<file path="src/rtl/stereo_ram_pkg.sv">
// Shared types for the stereo RAM pixel path: pixel word, fetch FSM states.
// Default RAM word-address width used by the fetch engine.
package stereo_ram_pkg;

    localparam int ADDR_W_DEF = 26;

    typedef struct packed {
        logic [7:0] red;
        logic [7:0] green;
        logic [7:0] blue;
    } rgb_t;

    typedef enum logic [1:0] {
        IDLE,
        REQ,
        WAIT,
        DRAIN
    } fetch_state_t;

endpackage

</file>
<file path="src/rtl/pixel_fifo.sv">
// Synchronous pixel FIFO with occupancy count and flush.
// DEPTH must be a power of two, at least 2.
module pixel_fifo
    import stereo_ram_pkg::*;
#(
    parameter int DEPTH = 8
) (
    input  logic                   clk,
    input  logic                   rst_n,
    input  logic                   flush,
    input  logic                   push,
    input  rgb_t                   din,
    input  logic                   pop,
    output rgb_t                   dout,
    output logic [$clog2(DEPTH):0] count
);

    localparam int AW = $clog2(DEPTH);
    localparam logic [AW:0] FULL = (AW + 1)'(DEPTH);

    rgb_t          mem_q [DEPTH];
    logic [AW-1:0] wr_q, wr_d;
    logic [AW-1:0] rd_q, rd_d;
    logic [AW:0]   cnt_q, cnt_d;
    logic          do_push;
    logic          do_pop;

    assign do_pop  = pop && (cnt_q != '0);
    assign do_push = push && ((cnt_q != FULL) || do_pop);

    always_comb begin
        wr_d  = wr_q;
        rd_d  = rd_q;
        cnt_d = cnt_q;
        if (flush) begin
            wr_d  = '0;
            rd_d  = '0;
            cnt_d = '0;
        end else begin
            if (do_push) wr_d = wr_q + 1'b1;
            if (do_pop)  rd_d = rd_q + 1'b1;
            cnt_d = cnt_q + {{AW{1'b0}}, do_push} - {{AW{1'b0}}, do_pop};
        end
    end

    always_ff @(posedge clk or negedge rst_n) begin
        if (!rst_n) begin
            wr_q  <= '0;
            rd_q  <= '0;
            cnt_q <= '0;
        end else begin
            wr_q  <= wr_d;
            rd_q  <= rd_d;
            cnt_q <= cnt_d;
        end
    end

    always_ff @(posedge clk) begin
        if (do_push && !flush) mem_q[wr_q] <= din;
    end

    assign dout  = mem_q[rd_q];
    assign count = cnt_q;

endmodule

</file>
<file path="src/rtl/pixel_fetch.sv">
// Frame pixel fetch engine: one-outstanding RAM reads into a pixel FIFO.
// Optional read timeout with sticky err: define PIXEL_FETCH_TIMEOUT_EN.
module pixel_fetch
    import stereo_ram_pkg::*;
#(
    parameter int ADDR_W       = ADDR_W_DEF,
    parameter int FRAME_PIXELS = 307200,
    parameter int FIFO_DEPTH   = 8
) (
    input  logic              pixclk,
    input  logic              reset,
    input  logic              start,
    input  logic [ADDR_W-1:0] base_addr,
    output logic              re_ram,
    output logic [ADDR_W-1:0] addr,
    input  logic              data_ready,
    input  logic [7:0]        red_in,
    input  logic [7:0]        green_in,
    input  logic [7:0]        blue_in,
    output logic [23:0]       pix_rgb,
    output logic              pix_valid,
    input  logic              pix_ready,
    output logic              busy,
    output logic              frame_done,
    output logic              err
);

    localparam int IW = $clog2(FRAME_PIXELS + 1);
    localparam int CW = $clog2(FIFO_DEPTH) + 1;
    localparam logic [IW-1:0] LAST  = IW'(FRAME_PIXELS - 1);
    localparam logic [CW-1:0] DEPTH = CW'(FIFO_DEPTH);
    localparam logic [CW-1:0] ONE   = CW'(1);

    fetch_state_t      state_q, state_d;
    logic [ADDR_W-1:0] base_q, base_d;
    logic [IW-1:0]     idx_q, idx_d;
    logic              re_q, re_d;
    logic [ADDR_W-1:0] addr_q, addr_d;
    logic              busy_q, busy_d;
    logic              done_q, done_d;
    logic              push, pop, flush;
    logic [CW-1:0]     count;
    rgb_t              head;
    rgb_t              din;
`ifdef PIXEL_FETCH_TIMEOUT_EN
    logic              err_q, err_d;
    logic [7:0]        tmo_q, tmo_d;
`endif

    assign din       = '{red: red_in, green: green_in, blue: blue_in};
    assign pix_valid = (count != '0);
    assign pop       = pix_valid && pix_ready;

    always_comb begin
        state_d = state_q;
        base_d  = base_q;
        idx_d   = idx_q;
        re_d    = re_q;
        addr_d  = addr_q;
        busy_d  = busy_q;
        done_d  = 1'b0;
        push    = 1'b0;
        flush   = 1'b0;
`ifdef PIXEL_FETCH_TIMEOUT_EN
        err_d   = err_q;
        tmo_d   = tmo_q;
`endif
        unique case (state_q)
            IDLE: if (start) begin
                // Buffer is always empty here, so the first read issues at once.
                base_d  = base_addr;
                idx_d   = '0;
                busy_d  = 1'b1;
                re_d    = 1'b1;
                addr_d  = base_addr;
                state_d = WAIT;
`ifdef PIXEL_FETCH_TIMEOUT_EN
                err_d   = 1'b0;
                tmo_d   = '0;
`endif
            end
            REQ: if (count < DEPTH) begin
                re_d    = 1'b1;
                addr_d  = base_q + ADDR_W'(idx_q);
                state_d = WAIT;
`ifdef PIXEL_FETCH_TIMEOUT_EN
                tmo_d   = '0;
`endif
            end
            WAIT: if (data_ready) begin
                push    = 1'b1;
                re_d    = 1'b0;
                idx_d   = idx_q + 1'b1;
                state_d = (idx_q == LAST) ? DRAIN : REQ;
            end
`ifdef PIXEL_FETCH_TIMEOUT_EN
            else if (tmo_q == 8'd254) begin
                re_d    = 1'b0;
                err_d   = 1'b1;
                flush   = 1'b1;
                busy_d  = 1'b0;
                state_d = IDLE;
            end else begin
                tmo_d   = tmo_q + 8'd1;
            end
`endif
            DRAIN: if (pop && count == ONE) begin
                done_d  = 1'b1;
                busy_d  = 1'b0;
                state_d = IDLE;
            end
            default: state_d = IDLE;
        endcase
    end

    always_ff @(posedge pixclk or negedge reset) begin
        if (!reset) begin
            state_q <= IDLE;
            base_q  <= '0;
            idx_q   <= '0;
            re_q    <= 1'b0;
            addr_q  <= '0;
            busy_q  <= 1'b0;
            done_q  <= 1'b0;
`ifdef PIXEL_FETCH_TIMEOUT_EN
            err_q   <= 1'b0;
            tmo_q   <= '0;
`endif
        end else begin
            state_q <= state_d;
            base_q  <= base_d;
            idx_q   <= idx_d;
            re_q    <= re_d;
            addr_q  <= addr_d;
            busy_q  <= busy_d;
            done_q  <= done_d;
`ifdef PIXEL_FETCH_TIMEOUT_EN
            err_q   <= err_d;
            tmo_q   <= tmo_d;
`endif
        end
    end

    pixel_fifo #(
        .DEPTH (FIFO_DEPTH)
    ) u_fifo (
        .clk   (pixclk),
        .rst_n (reset),
        .flush (flush),
        .push  (push),
        .din   (din),
        .pop   (pop),
        .dout  (head),
        .count (count)
    );

    assign re_ram     = re_q;
    assign addr       = addr_q;
    assign pix_rgb    = head;
    assign busy       = busy_q;
    assign frame_done = done_q;
`ifdef PIXEL_FETCH_TIMEOUT_EN
    assign err        = err_q;
`else
    assign err        = 1'b0;
`endif

endmodule

</file>
<file path="config.mk">
export PLATFORM = sky130hd
export DESIGN_NAME = pixel_fetch
export DESIGN_NICKNAME = d
export VERILOG_FILES = /design/src/rtl/stereo_ram_pkg.sv /design/src/rtl/pixel_fifo.sv /design/src/rtl/pixel_fetch.sv
export SDC_FILE = /design/constraint.sdc
export NUM_CORES = 1
export LEC_CHECK = 0
export BUFFER_PORTS_ARGS = -buffer_cell sky130_fd_sc_hd__buf_4
export CAP_MARGIN = 20
export CORE_UTILIZATION = 30
export DETAILED_ROUTE_END_ITERATION = 7
export PLACE_DENSITY_LB_ADDON = 0.25
export SYNTH_ARGS = -nofsm -noshare
export SYNTH_HDL_FRONTEND = slang
export SYNTH_SLANG_ARGS = --single-unit
</file>
<file path="constraint.sdc">
create_clock -name pixclk -period 4.55 [get_ports pixclk]
set_input_delay 0.6825 -clock pixclk [delete_from_list [all_inputs] [get_ports pixclk]]
set_output_delay 0.6825 -clock pixclk [all_outputs]
set_load 0.05 [all_outputs]
</file>
==> out/results.ini <==
[run_status]
status=finished, final reports clean

[yosys]
synth_edf_count=192
yosysWarnings=0
synth.net_count=928
async_flop_share=0.3094
netlist_area_mm2=0.01225
synth_flop_cell=edfxtp_1
synth-seq-area-share=0.6466
syn_inst=843
ys_types=61
ys_ff_latch=278
postSynthAreaPerCell_um2=14.53

[worst_setup_path]
required_ps=3870
critPathSlowestCell=dfrtp_4
crit_fanout=33
arrival_ps=2770
critPathLaunchType=register
crit_chain=buf_12 -> mux4_2 -> mux2_2 -> buf_4
worstSetupPathType=reg -> out
slowest_delay_ps=880
cp_top_family=flip-flops
critPathBufInv=2
endpoint_kind=output pin

[timing]
slew_violations=0
hold_ws_ps=188.2
rsz0062_at_grt=false
worst_slew_margin_rel=0.3177
tightest_slew_ps=1023
fin_ws_ps=1099
setup_viol=0
finalCritPeriodShare=0.7584
timing.final.crit_period_ps=3451
finalClockSkew_ps=13.02
final.setup.tns_ps=0
hold_viol=0
fmax_mhz=289.8

[placement]
post-dp-hpwl_um=17400
place_congestion=0.7974
place_ws_ps=1474
port_buffers=108

[clock_network]
cts_tree=built
numClockSinks=278
cts_buffer_depth=3
cts_buffers=31
cts-htree-levels=1
cts-root-buf=clkbuf_16
cts.clk_slew.worst_paths_ps=70
hold_buffers=0
cts_setup_buffers=0
clk_latency_ps=580
ctsResizeCount=0

[grt]
grt_max_degree=58
grt_pass1_vias=7496
grt_overflow=0
grt_first_pass_wirelength_um=43670
antenna_found_initial=1
track_usage=0.1355

[die]
pin_count=110
fp.coreArea_mm2=0.04001
start_util=0.3061
die_w_um=204.0
die_y_um=204.0
rows=73
dieArea_mm2=0.04163

[drt]
via_per_inst=4.783
post-route-drc-count=0
ant_nets=0
vias=7260
drt-initial-drc-count=359
first_pass_iters=4
wl_per_cell_um=18.22
wl_um=27660

[layout]
antennaDiodeCount=0
nets=1053
mostFrequentLayoutCells=edfxtp_1 (192), buf_4 (126), nand2_1 (123), dfrtp_1 (84), mux4_2 (48)
mostFrequentLayoutCell=edfxtp_1
syn_to_final_growth_pct=20.74
finalCoreUtilization=0.3696
layout-drive-gt1-share=0.2779

[worst_hold_path]
hold_path_class=in -> async

[job]
drv_cap=0

[power]
power.leakage_uw=0.005657
finalPower_uw=9929
p_per_area_mw_per_mm2=671.5
peakVddDrop_v=0.0003578

==> path summary, 6_finish.rpt <==
path,start,to,slack (ps),cells after the start
worst max-delay path,u_fifo.rd_q[0],pix_rgb[22],1100,4
worst min-delay path,reset,addr[19],190,1
worst max register to register,state_q[0],u_fifo.mem_q[6][18],1520,6
worst min register to register,u_fifo.rd_q[2],u_fifo.rd_q[2],470,1
max in group asynchronous,reset,u_fifo.rd_q[0],3390,2
min in group pixclk,base_addr[1],base_q[1],300,3
==> area by class of cell <==
cell class	instances	area [µm²]
fill	3835	25220
sequential	278	7923
multi-input combinational	517	4168
timing repair buffer	129	1001
clock buffer	36	794.5
tap	525	656.9
clock inverter	22	201.4
inverter	11	41.29
==> registers in the layout (all words and copies together), names as in the netlist <==
register / count
base_q: 26
busy: 1
addr: 26
re_ram: 1
frame_done: 1
state_q: 2
idx_q: 19
u_fifo.rd_q: 3
u_fifo.mem_q: 192
u_fifo.wr_q: 3
u_fifo.count: 4
==> stage by stage <==
stage | area, µm² | instances
floorplan | 12250 | 843
global placement | 13770 | 1459
detailed placement | 13770 | 1459
CTS | 14770 | 1517
global route | 14790 | 1518
finish | 14790 | 1518
==> logic make-up (layout without fill, tap and decap cells) <==
family                   after synthesis  count (layout)  share of synthesized area
AO/OA/AOI/OAI                        122             122                    0.06703
buffers and inverters                 48             198                    0.01614
adder cells (fa/ha/maj)               30              30                    0.03188
flip-flops                           278             278                     0.6466
AND/OR/NAND/NOR                      243             243                    0.09145
XOR/XNOR                              43              43                    0.03075
multiplexers                          78              78                     0.1159
other                                  1               1                  0.0003062
==> report_power, final <==
part           switching [µW]  internal [µW]
logic                    2430           1480
registers                 406           3160
clock network            1030           1420
total                    3860           6060
==> cells in the mapped netlist, drive strengths merged (4+ instances only) <==
| master | count | area [µm²] |
|---|---|---|
| a31oi | 7 | 43.79 |
| nor3 | 6 | 30.03 |
| and3 | 8 | 55.05 |
| a211oi | 4 | 30.03 |
| dfrtp | 86 | 2152 |
| xor2 | 20 | 175.2 |
| mux2 | 27 | 307.8 |
| o211ai | 7 | 52.55 |
| xnor2 | 23 | 201.4 |
| o21ai | 33 | 168.9 |
| nand3 | 18 | 95.09 |
| inv | 11 | 41.29 |
| a21oi | 38 | 201.5 |
| or3 | 5 | 31.28 |
| and4 | 5 | 43.79 |
| nor2 | 44 | 165.2 |
| nand2 | 123 | 461.7 |
| clkbuf | 19 | 71.32 |
| nor3b | 4 | 30.03 |
| ha | 28 | 350.3 |
| buf | 18 | 85.08 |
| o21a | 5 | 37.54 |
| nand4 | 12 | 75.07 |
| mux4 | 48 | 1081 |
| edfxtp | 192 | 5766 |
| a21o | 10 | 75.07 |
| nor2b | 5 | 33.78 |
==> worst reg2reg max path: cells and delay by family, from the launching register on <==
family	cells	cell delay (ps)
flops	1	510
compound gates	1	530
simple gates	4	1410
buf+inv	1	270
==> routing by layer <==
layer,up-vias,share of wire,track usage,routed length (µm)
li1,3432,-,-,-
met1,3642,0.47,0.1878,12920
met2,139,0.47,0.2195,12930
met3,45,0.042,0.02312,1171
met4,2,0.022,0.03545,619
met5,-,0.00061,0,17
Power figures use the tool's default switching activity.
